## src/rtl/spi_master16_if.sv

```systemverilog
// Command bus between the dispatcher and spi_master16.
// The dispatcher drives the strobe/word; the SPI master returns status and read data.
interface spi_master16_if;
    logic        wrt;
    logic [15:0] cmd;
    logic [2:0]  ss_sel;
    logic        done;
    logic        busy;
    logic [7:0]  rd_data;

    modport master (
        output wrt, cmd, ss_sel,
        input  done, busy, rd_data
    );

    modport slave (
        input  wrt, cmd, ss_sel,
        output done, busy, rd_data
    );
endinterface

```

## src/rtl/spi_master16.sv

```systemverilog
// 16-bit mode-0 SPI master for AFE gain, trigger level and EEPROM accesses.
// MSB-first shift with MISO captured on the last high cycle of each SCLK period.
module spi_master16 #(
    parameter int SCLK_DIV = 32
) (
    input  logic              clk,
    input  logic              rst,
    spi_master16_if.slave     bus,
    output logic              SCLK,
    output logic              MOSI,
    input  logic              MISO,
    output logic [4:0]        SS_n
);

    localparam int H  = SCLK_DIV / 2;
    localparam int CW = $clog2(SCLK_DIV);
    localparam logic [CW-1:0] H_LAST = CW'(H - 1);
    localparam logic [CW-1:0] P_LAST = CW'(SCLK_DIV - 1);

    typedef enum logic [2:0] {
        IDLE,
        FRONT,
        SHIFT,
        BACK,
        DONE
    } state_t;

    state_t          state;
    state_t          nstate;
    logic [CW-1:0]   hcnt;
    logic [3:0]      bcnt;
    logic [15:0]     shreg;
    logic [2:0]      sel;
    logic [7:0]      rd_q;
    logic            accept;
    logic            active;

    assign accept = bus.wrt && (state == IDLE || state == DONE);

    always_ff @(posedge clk) begin
        if (rst) begin
            state <= IDLE;
        end else begin
            state <= nstate;
        end
    end

    always_comb begin
        nstate = state;
        case (state)
            IDLE: begin
                if (bus.wrt) nstate = FRONT;
            end
            FRONT: begin
                if (hcnt == H_LAST) nstate = SHIFT;
            end
            SHIFT: begin
                if (hcnt == P_LAST && bcnt == 4'd15) nstate = BACK;
            end
            BACK: begin
                if (hcnt == H_LAST) nstate = DONE;
            end
            DONE: begin
                nstate = bus.wrt ? FRONT : IDLE;
            end
            default: nstate = IDLE;
        endcase
    end

    always_ff @(posedge clk) begin
        if (rst) begin
            hcnt  <= '0;
            bcnt  <= '0;
            shreg <= '0;
            sel   <= '0;
            rd_q  <= '0;
        end else begin
            if (accept) begin
                shreg <= bus.cmd;
                sel   <= bus.ss_sel;
                hcnt  <= '0;
                bcnt  <= '0;
            end else begin
                case (state)
                    FRONT, BACK: begin
                        hcnt <= (hcnt == H_LAST) ? '0 : hcnt + 1'b1;
                    end
                    SHIFT: begin
                        hcnt <= (hcnt == P_LAST) ? '0 : hcnt + 1'b1;
                        if (hcnt == P_LAST) bcnt <= bcnt + 4'd1;
                        // Sampling on the last high cycle and shifting on the
                        // falling edge collapse into one update here.
                        if (hcnt == H_LAST) shreg <= {shreg[14:0], MISO};
                    end
                    default: ;
                endcase
            end
            if (state == BACK && hcnt == H_LAST) rd_q <= shreg[7:0];
        end
    end

    assign active = (state == FRONT) || (state == SHIFT) || (state == BACK);

    always_comb begin
        SCLK        = (state == SHIFT) && (hcnt <= H_LAST);
        MOSI        = shreg[15];
        bus.busy    = active;
        bus.done    = (state == DONE);
        bus.rd_data = rd_q;
        SS_n        = 5'b11111;
        if (active) begin
            case (sel)
                3'd1:    SS_n = 5'b11110;
                3'd2:    SS_n = 5'b11101;
                3'd3:    SS_n = 5'b11011;
                3'd4:    SS_n = 5'b10111;
                3'd5:    SS_n = 5'b01111;
                default: SS_n = 5'b11111;
            endcase
        end
    end

endmodule

```

## src/flat_wrapper.sv

```systemverilog
// flat-port wrapper written by rule: the top's interface ports become plain ports
module spi_master16_flat 
#(
    parameter int SCLK_DIV = 32
)
  (clk, rst, SCLK, MOSI, MISO, SS_n, bus_wrt, bus_cmd, bus_ss_sel, bus_done, bus_busy, bus_rd_data);
  spi_master16_if bus_i ();
  input  logic clk;
  input  logic rst;
  output logic SCLK;
  output logic MOSI;
  input  logic MISO;
  output logic [4:0] SS_n;
  input wire logic [$bits(bus_i.wrt)-1:0] bus_wrt;
  input wire logic [$bits(bus_i.cmd)-1:0] bus_cmd;
  input wire logic [$bits(bus_i.ss_sel)-1:0] bus_ss_sel;
  output wire logic [$bits(bus_i.done)-1:0] bus_done;
  output wire logic [$bits(bus_i.busy)-1:0] bus_busy;
  output wire logic [$bits(bus_i.rd_data)-1:0] bus_rd_data;
  assign bus_i.wrt = bus_wrt;
  assign bus_i.cmd = bus_cmd;
  assign bus_i.ss_sel = bus_ss_sel;
  assign bus_done = bus_i.done;
  assign bus_busy = bus_i.busy;
  assign bus_rd_data = bus_i.rd_data;
  spi_master16 #(.SCLK_DIV(SCLK_DIV)) u_core (.clk(clk), .rst(rst), .bus(bus_i), .SCLK(SCLK), .MOSI(MOSI), .MISO(MISO), .SS_n(SS_n));
endmodule
```

## config.mk

```make
export PLATFORM = sky130hd
export DESIGN_NAME = spi_master16_flat
export DESIGN_NICKNAME = d
export VERILOG_FILES = /design/src/rtl/spi_master16_if.sv /design/src/rtl/spi_master16.sv /design/src/flat_wrapper.sv
export SDC_FILE = /design/constraint.sdc
export NUM_CORES = 1
export LEC_CHECK = 0
export BUFFER_PORTS_ARGS = -buffer_cell sky130_fd_sc_hd__buf_2
export CAP_MARGIN = 20
export CORE_ASPECT_RATIO = 1.4
export CORE_UTILIZATION = 25
export CTS_CLUSTER_DIAMETER = 120
export DETAILED_ROUTE_END_ITERATION = 7
export GPL_TIMING_DRIVEN = 0
export PLACE_DENSITY_LB_ADDON = 0.3
export SKIP_LAST_GASP = 1
export SYNTH_ARGS = -nofsm -noshare
export SYNTH_HDL_FRONTEND = slang
export SYNTH_SLANG_ARGS = --single-unit
```

## constraint.sdc

```tcl
create_clock -name clk -period 1.9 [get_ports clk]
set_clock_uncertainty 0.1 [all_clocks]
set_input_delay 0 -clock clk [delete_from_list [all_inputs] [get_ports clk]]
set_output_delay 0 -clock clk [all_outputs]
set_load 0.02 [all_outputs]
```

==> impl_metrics.py, run 1 <==
metrics = {
    "critical_path": {
        "worstSetupEndpointType": "register",
        "cp-start-kind": "register",
        "slowest_delay_ps": 360,
        "cp_max_fo": 6,
        "worstPathCellList": "ha_4, and3_4, ha_4, nand3b_1, a21oi_4, buf_6, nor2_4, a211oi_2",
        "cp.required_ps": 2010,
        "worst_path_most_repeated_cell": "ha_4",
        "slowest_stage": "dfxtp_2",
        "worst_path_dominant_cell_family": "compound AO/OA/AOI/OAI gates",
        "crit_arrival_ps": 1990,
        "critPathKind": "register to register",
        "ff2ff_setup_slack_ps": 20,
        "cp_num_buf_inv": 1,
    },
    "logic_synthesis": {
        "syn_nets": 228,
        "ys_ff_latch": 39,
        "ys_types": 32,
        "yosysWarningCount": 0,
        "netlist_area_sq_mm": 0.00181,
        "synthCells": 200,
        "ys_seq_area_share_pct": 43.2,
        "synth.avg_cell_area_sq_um": 9.05,
    },
    "routing": {
        "post_drt_wl_per_cell_um": 12.0,
        "route.detailed.drc": 0,
        "routed_via_density": 4.45,
        "ant_nets": 0,
        "vias": 1657,
        "wirelength_mm": 4.48,
        "drtIter0Drc": 18,
        "firstDrtPassIters": 4,
    },
    "power_and_ir_drop": {
        "totalPowerFinal_w": 0.00191,
        "irDropWorstVdd_mv": 0.667,
        "cellPowerDensity_mw_per_mm2": 704,
        "power_leakage_nw": 1.07,
    },
    "floorplanning": {
        "rows": 36,
        "core_sq_mm": 0.00698,
        "start_util_pct": 25.9,
        "die_x_um": 73.9,
        "die_h_um": 103,
        "ios": 40,
        "dieArea_sq_mm": 0.00759,
    },
    "place": {
        "port_buffers": 39,
        "gp_congestion": 0.754,
        "place_inst": 334,
        "dpl.hpwl_mm": 2.93,
        "placed_cell_area_sq_mm": 0.00213,
    },
    "grt": {
        "grt_max_degree": 14,
        "grt_pass1_wl_mm": 7.09,
        "grt_antenna_before_repair": 0,
        "first_global_vias": 1519,
        "grt_overflow": 0,
        "grt_use_total_pct": 12.2,
    },
    "clock_tree": {
        "ctsLongestPathBuffers": 2,
        "htree_levels": 2,
        "clk_latency_ps": 300,
        "cts.sinks": 39,
        "clk_pin_slew_worst_paths_ps": 80,
        "cts_tree": "done",
        "cts_made_buffers": 5,
        "cts_root_buffer": "clkbuf_8",
    },
    "timing": {
        "slew_headroom_pct": 55.8,
        "hold_viol": 0,
        "post-route-min-period_ps": 1880,
        "slew_viol_final": 0,
        "rsz0062_at_grt": "true",
        "setup_viol": 0,
        "max_freq_mhz": 533,
        "final.period_utilization_pct": 98.7,
        "setup_tns_ps": 0,
        "hold_slack_ps": 113,
        "worst_pin_slew_ps": 663,
    },
    "layout": {
        "drive_above_1_share_pct": 34.3,
        "layout_commonest_cell": "buf_2",
        "fin_cells": 372,
        "fin_nets": 304,
        "mostFrequentLayoutCells": "41 x buf_2, 37 x dfxtp_1, 27 x nor2_1, 22 x nand2_1, 21 x mux2i_1",
        "nFillCells": 711,
        "design_area_sq_mm": 0.00271,
        "antenna_cells": 0,
        "synthToLayoutAreaGrowth_pct": 49.7,
    },
    "worst_hold_path": {
        "hold_path_class": "input pin to register",
    },
    "job": {
        "drv_cap": 0,
    },
    "run_status": {
        "status": "completed",
    },
}
## synth_stat cells, drive strengths merged
cell type | count | area (sq um)
ha | 5 | 62.6
nand4b | 1 | 8.76
or3b | 1 | 11.3
nor2 | 31 | 116
nor4bb | 1 | 10.0
nand4 | 1 | 6.26
inv | 3 | 11.3
nand2 | 22 | 82.6
and3 | 2 | 12.5
nand2b | 1 | 6.26
o21bai | 1 | 7.51
o21ai | 2 | 10.0
and2 | 2 | 12.5
a211oi | 20 | 160
nor3b | 1 | 12.5
xor2 | 3 | 26.3
nor2b | 1 | 6.26
dfxtp | 39 | 781
buf | 10 | 75.1
or2 | 1 | 6.26
a41oi | 1 | 8.76
mux2i | 21 | 210
nor3 | 2 | 10.0
nand3b | 4 | 30.0
mux2 | 1 | 11.3
a21oi | 14 | 70.1
nand3 | 3 | 15.0
xnor2 | 1 | 8.76
clkbuf | 5 | 20.0
## layer usage
metal  vias up  track usage, %  part of all wire (%)
met5         -               0                     0
met4         0            5.47                   1.7
met3         5            2.25                   2.9
met2        29            22.4                    53
met1       780            13.4                    43
li1        843               -                     -
## cell families after synthesis
family	after synthesis	synth area share (%)
flops	39	43.2
buf+inv	18	5.88
mux	22	12.2
simple gates	74	19.2
compound gates	38	14.2
xor+xnor	4	1.94
fa+ha+maj	5	3.46
## cell type report
cell class / count / area (sq um) / area share (%)
timing repair buffer: 71 / 517 / 19.1
buffer: 13 / 105 / 3.88
clock buffer: 5 / 68.8 / 2.54
multi-input combinational: 143 / 1060 / 39.2
clock inverter: 3 / 43.8 / 1.62
inverter: 3 / 11.3 / 0.416
sequential: 39 / 783 / 28.9
tap: 95 / 119 / 4.39
## registers in the layout, indices dropped and copies added, names as in the netlist
name                cells
u_core.bus.rd_data      8
u_core.shreg           16
u_core.bcnt             4
u_core.sel              3
u_core.hcnt             5
u_core.state            3
## report_power, final
part	switching [W]	internal (W)
registers	0.0000316	0.000858
logic	0.000155	0.000163
clock network	0.000309	0.000391
## path summary, 6_finish.rpt
path,end,from,cells past startpoint
setup / recovery,u_core.shreg[8],u_core.hcnt[0],8
hold / removal,u_core.hcnt[1],rst,4
setup reg to reg,u_core.shreg[8],u_core.hcnt[0],8
hold reg to reg,u_core.bus.rd_data[2],u_core.bus.rd_data[2],2
## stage by stage
stage / worst slack [ps] / utilization (%)
after floorplan: -4.63 / -
after global placement: -286 / 30.5
after detailed placement: -289 / 30.5
after CTS: 2.41 / 37.3
after global routing: -75.1 / 38.8
final: 24.6 / 38.8
## worst reg2reg max path, delay by kind of cell (launching register included)
kind / cells / cell delay [ps]
compound gates: 2 / 500
simple gates: 3 / 370
flops: 1 / 360
fa+ha+maj: 2 / 280
buf+inv: 1 / 200
## repair_timing
| item | in CTS | in global routing |
|---|---|---|
| pin swaps | 10 | 12 |
| endpoints found under the hold margin | 19 | 0 |
| hold buffers | 20 | 0 |
| gates resized for setup | 21 | 24 |
| gates cloned | 1 | 0 |
| setup buffers | 7 | 4 |
| setup endpoints to repair | 30 | 24 |
No activity file was read; power rests on OpenSTA's default activity.
==> run 2, diff against run 1 <==
Settings changed: CTS_BUF_LIST set to sky130_fd_sc_hd__clkbuf_8, HOLD_SLACK_MARGIN set to 0.05, SETUP_SLACK_MARGIN set to 0.5.
==> impl_metrics.py, run 2 (synthesis results as in run 1) <==
metrics = {
    "clock_tree": {
        "htree_levels": 2,
        "cts.sinks": 39,
        "clk_latency_ps": 290,
        "cts_made_buffers": 5,
        "ctsLongestPathBuffers": 2,
        "cts_root_buffer": "clkbuf_8",
        "cts_tree": "done",
        "clk_pin_slew_worst_paths_ps": 70,
    },
    "run_status": {
        "violations": "setup timing",
        "status": "finished with violations",
    },
    "layout": {
        "fin_nets": 325,
        "antenna_cells": 0,
        "synthToLayoutAreaGrowth_pct": 76.1,
        "largest_register_ffs": 16,
        "nFillCells": 653,
        "utilization_pct": 45.6,
        "mostFrequentLayoutCells": "35 x dfxtp_1, 32 x buf_2, 29 x buf_6, 21 x nor2_1, 21 x mux2i_1",
        "design_area_sq_mm": 0.00319,
        "layout_commonest_cell": "dfxtp_1",
        "drive_above_1_share_pct": 51.7,
        "regMostFlops": "u_core.shreg",
    },
    "place": {
        "port_buffers": 39,
        "gp_congestion": 0.731,
        "placed_cell_area_sq_mm": 0.00221,
        "dp_slack_ps": 18.3,
        "dpl.hpwl_mm": 2.98,
    },
    "grt": {
        "grt_use_total_pct": 13.3,
        "grt_pass1_wl_mm": 7.78,
        "grt_antenna_before_repair": 0,
        "grt_overflow": 0,
        "first_global_vias": 1656,
        "grt_max_degree": 13,
    },
    "timing": {
        "setup_viol": 1,
        "hold_viol": 0,
        "post-route-min-period_ps": 1900,
        "worst_pin_slew_ps": 704,
        "slew_viol_final": 0,
        "rsz0062_at_grt": "true",
        "max_freq_mhz": 526,
        "final.period_utilization_pct": 100,
        "fin_ws_ps": -0.521,
        "slew_headroom_pct": 53.1,
    },
    "routing": {
        "ant_nets": 0,
        "route.detailed.drc": 0,
        "routed_via_density": 4.50,
        "post_drt_wl_per_cell_um": 13.0,
        "drtIter0Drc": 81,
        "vias": 1769,
        "wirelength_mm": 5.12,
        "firstDrtPassIters": 4,
    },
    "job": {
        "drv_cap": 0,
    },
    "power_and_ir_drop": {
        "totalPowerFinal_w": 0.00195,
        "p_comb_share_pct": 21.4,
        "irDropWorstVdd_mv": 0.493,
        "power_leakage_nw": 1.28,
        "internal_power_w": 0.00142,
        "power_frac_seq_pct": 45.9,
        "clockPowerShare_pct": 32.7,
        "cellPowerDensity_mw_per_mm2": 612,
        "p_sw_share_pct": 27.3,
        "power.switching_w": 0.000533,
    },
    "worst_hold_path": {
        "min_from": "rst",
        "hold_path_class": "input pin to register",
    },
    "critical_path": {
        "worstReg2RegStart": "u_core.hcnt[0]",
        "worstSetupEndpointType": "register",
        "worstSetupStartpoint": "u_core.hcnt[0]",
        "cp-start-kind": "register",
        "cp_max_fo": 6,
        "crit_arrival_ps": 2030,
        "critPathKind": "register to register",
        "cp.required_ps": 2030,
    },
    "floorplanning": {
        "rows": 36,
        "ios": 40,
        "core_sq_mm": 0.00698,
        "dieArea_sq_mm": 0.00759,
        "start_util_pct": 25.9,
        "die_x_um": 73.9,
        "die_h_um": 103,
    },
}
==> run 2: area by class of cell <==
class	instances	area (sq um)	share of cell area (%)
tap	95	119	3.73
clock inverter	1	7.51	0.236
buffer	15	158	4.95
multi-input combinational	143	1250	39.2
clock buffer	7	96.3	3.02
inverter	3	11.3	0.353
timing repair buffer	90	759	23.8
sequential	39	786	24.7
==> run 2: worst paths after layout <==
path | endpoint | slack [ps] | cells past startpoint
max | u_core.hcnt[3] | -0.5 | 9
min | u_core.hcnt[2] | 70 | 4
max reg2reg | u_core.hcnt[3] | -0.5 | 9
min reg2reg | u_core.bus.rd_data[1] | 360 | 2
==> run 2: per-stage QoR <==
stage	TNS [ps]	hold slack, ps	cells
CTS	0	55.1	378
floorplan	0	47.2	200
global placement	0	149	334
finish	-0.521	65.9	393
global route	-1610	79.7	393
detailed placement	0	154	334
==> run 2: repair_timing <==
item,in CTS,in global routing
endpoints found under the setup margin,46,46
buffers inserted,16,13
gates resized for setup,25,82
gates cloned,0,2
endpoints found under the hold margin,19,0
pin swaps,10,26
hold buffers,20,0
==> run 2: worst max-delay path, cell delays in order, from the launching register on <==
cell	delay (ps)
dfxtp_2	340
ha_4	150
and3_4	190
buf_6	120
ha_4	150
nor4bb_4	150
buf_6	140
a211oi_4	250
nand3b_1	130
a21oi_2	120
==> run 2: layer usage <==
metal	up-vias	track usage [%]	wire [um]
li1	885	-	-
met1	843	15.6	2010
met2	31	23.9	2870
met3	10	2.64	137
met4	0	4.59	106
met5	-	0	0
==> run 2: power groups by stage <==
| stage | clock network (W) | registers [W] | logic (W) |
|---|---|---|---|
| floorplan | 0 | 0.000901 | 0.000173 |
| global placement | 0 | 0.000904 | 0.000236 |
| detailed placement | 0 | 0.000905 | 0.000238 |
| CTS | 0.000645 | 0.000888 | 0.000304 |
| global route | 0.000699 | 0.000900 | 0.000451 |
| finish | 0.000637 | 0.000895 | 0.000417 |
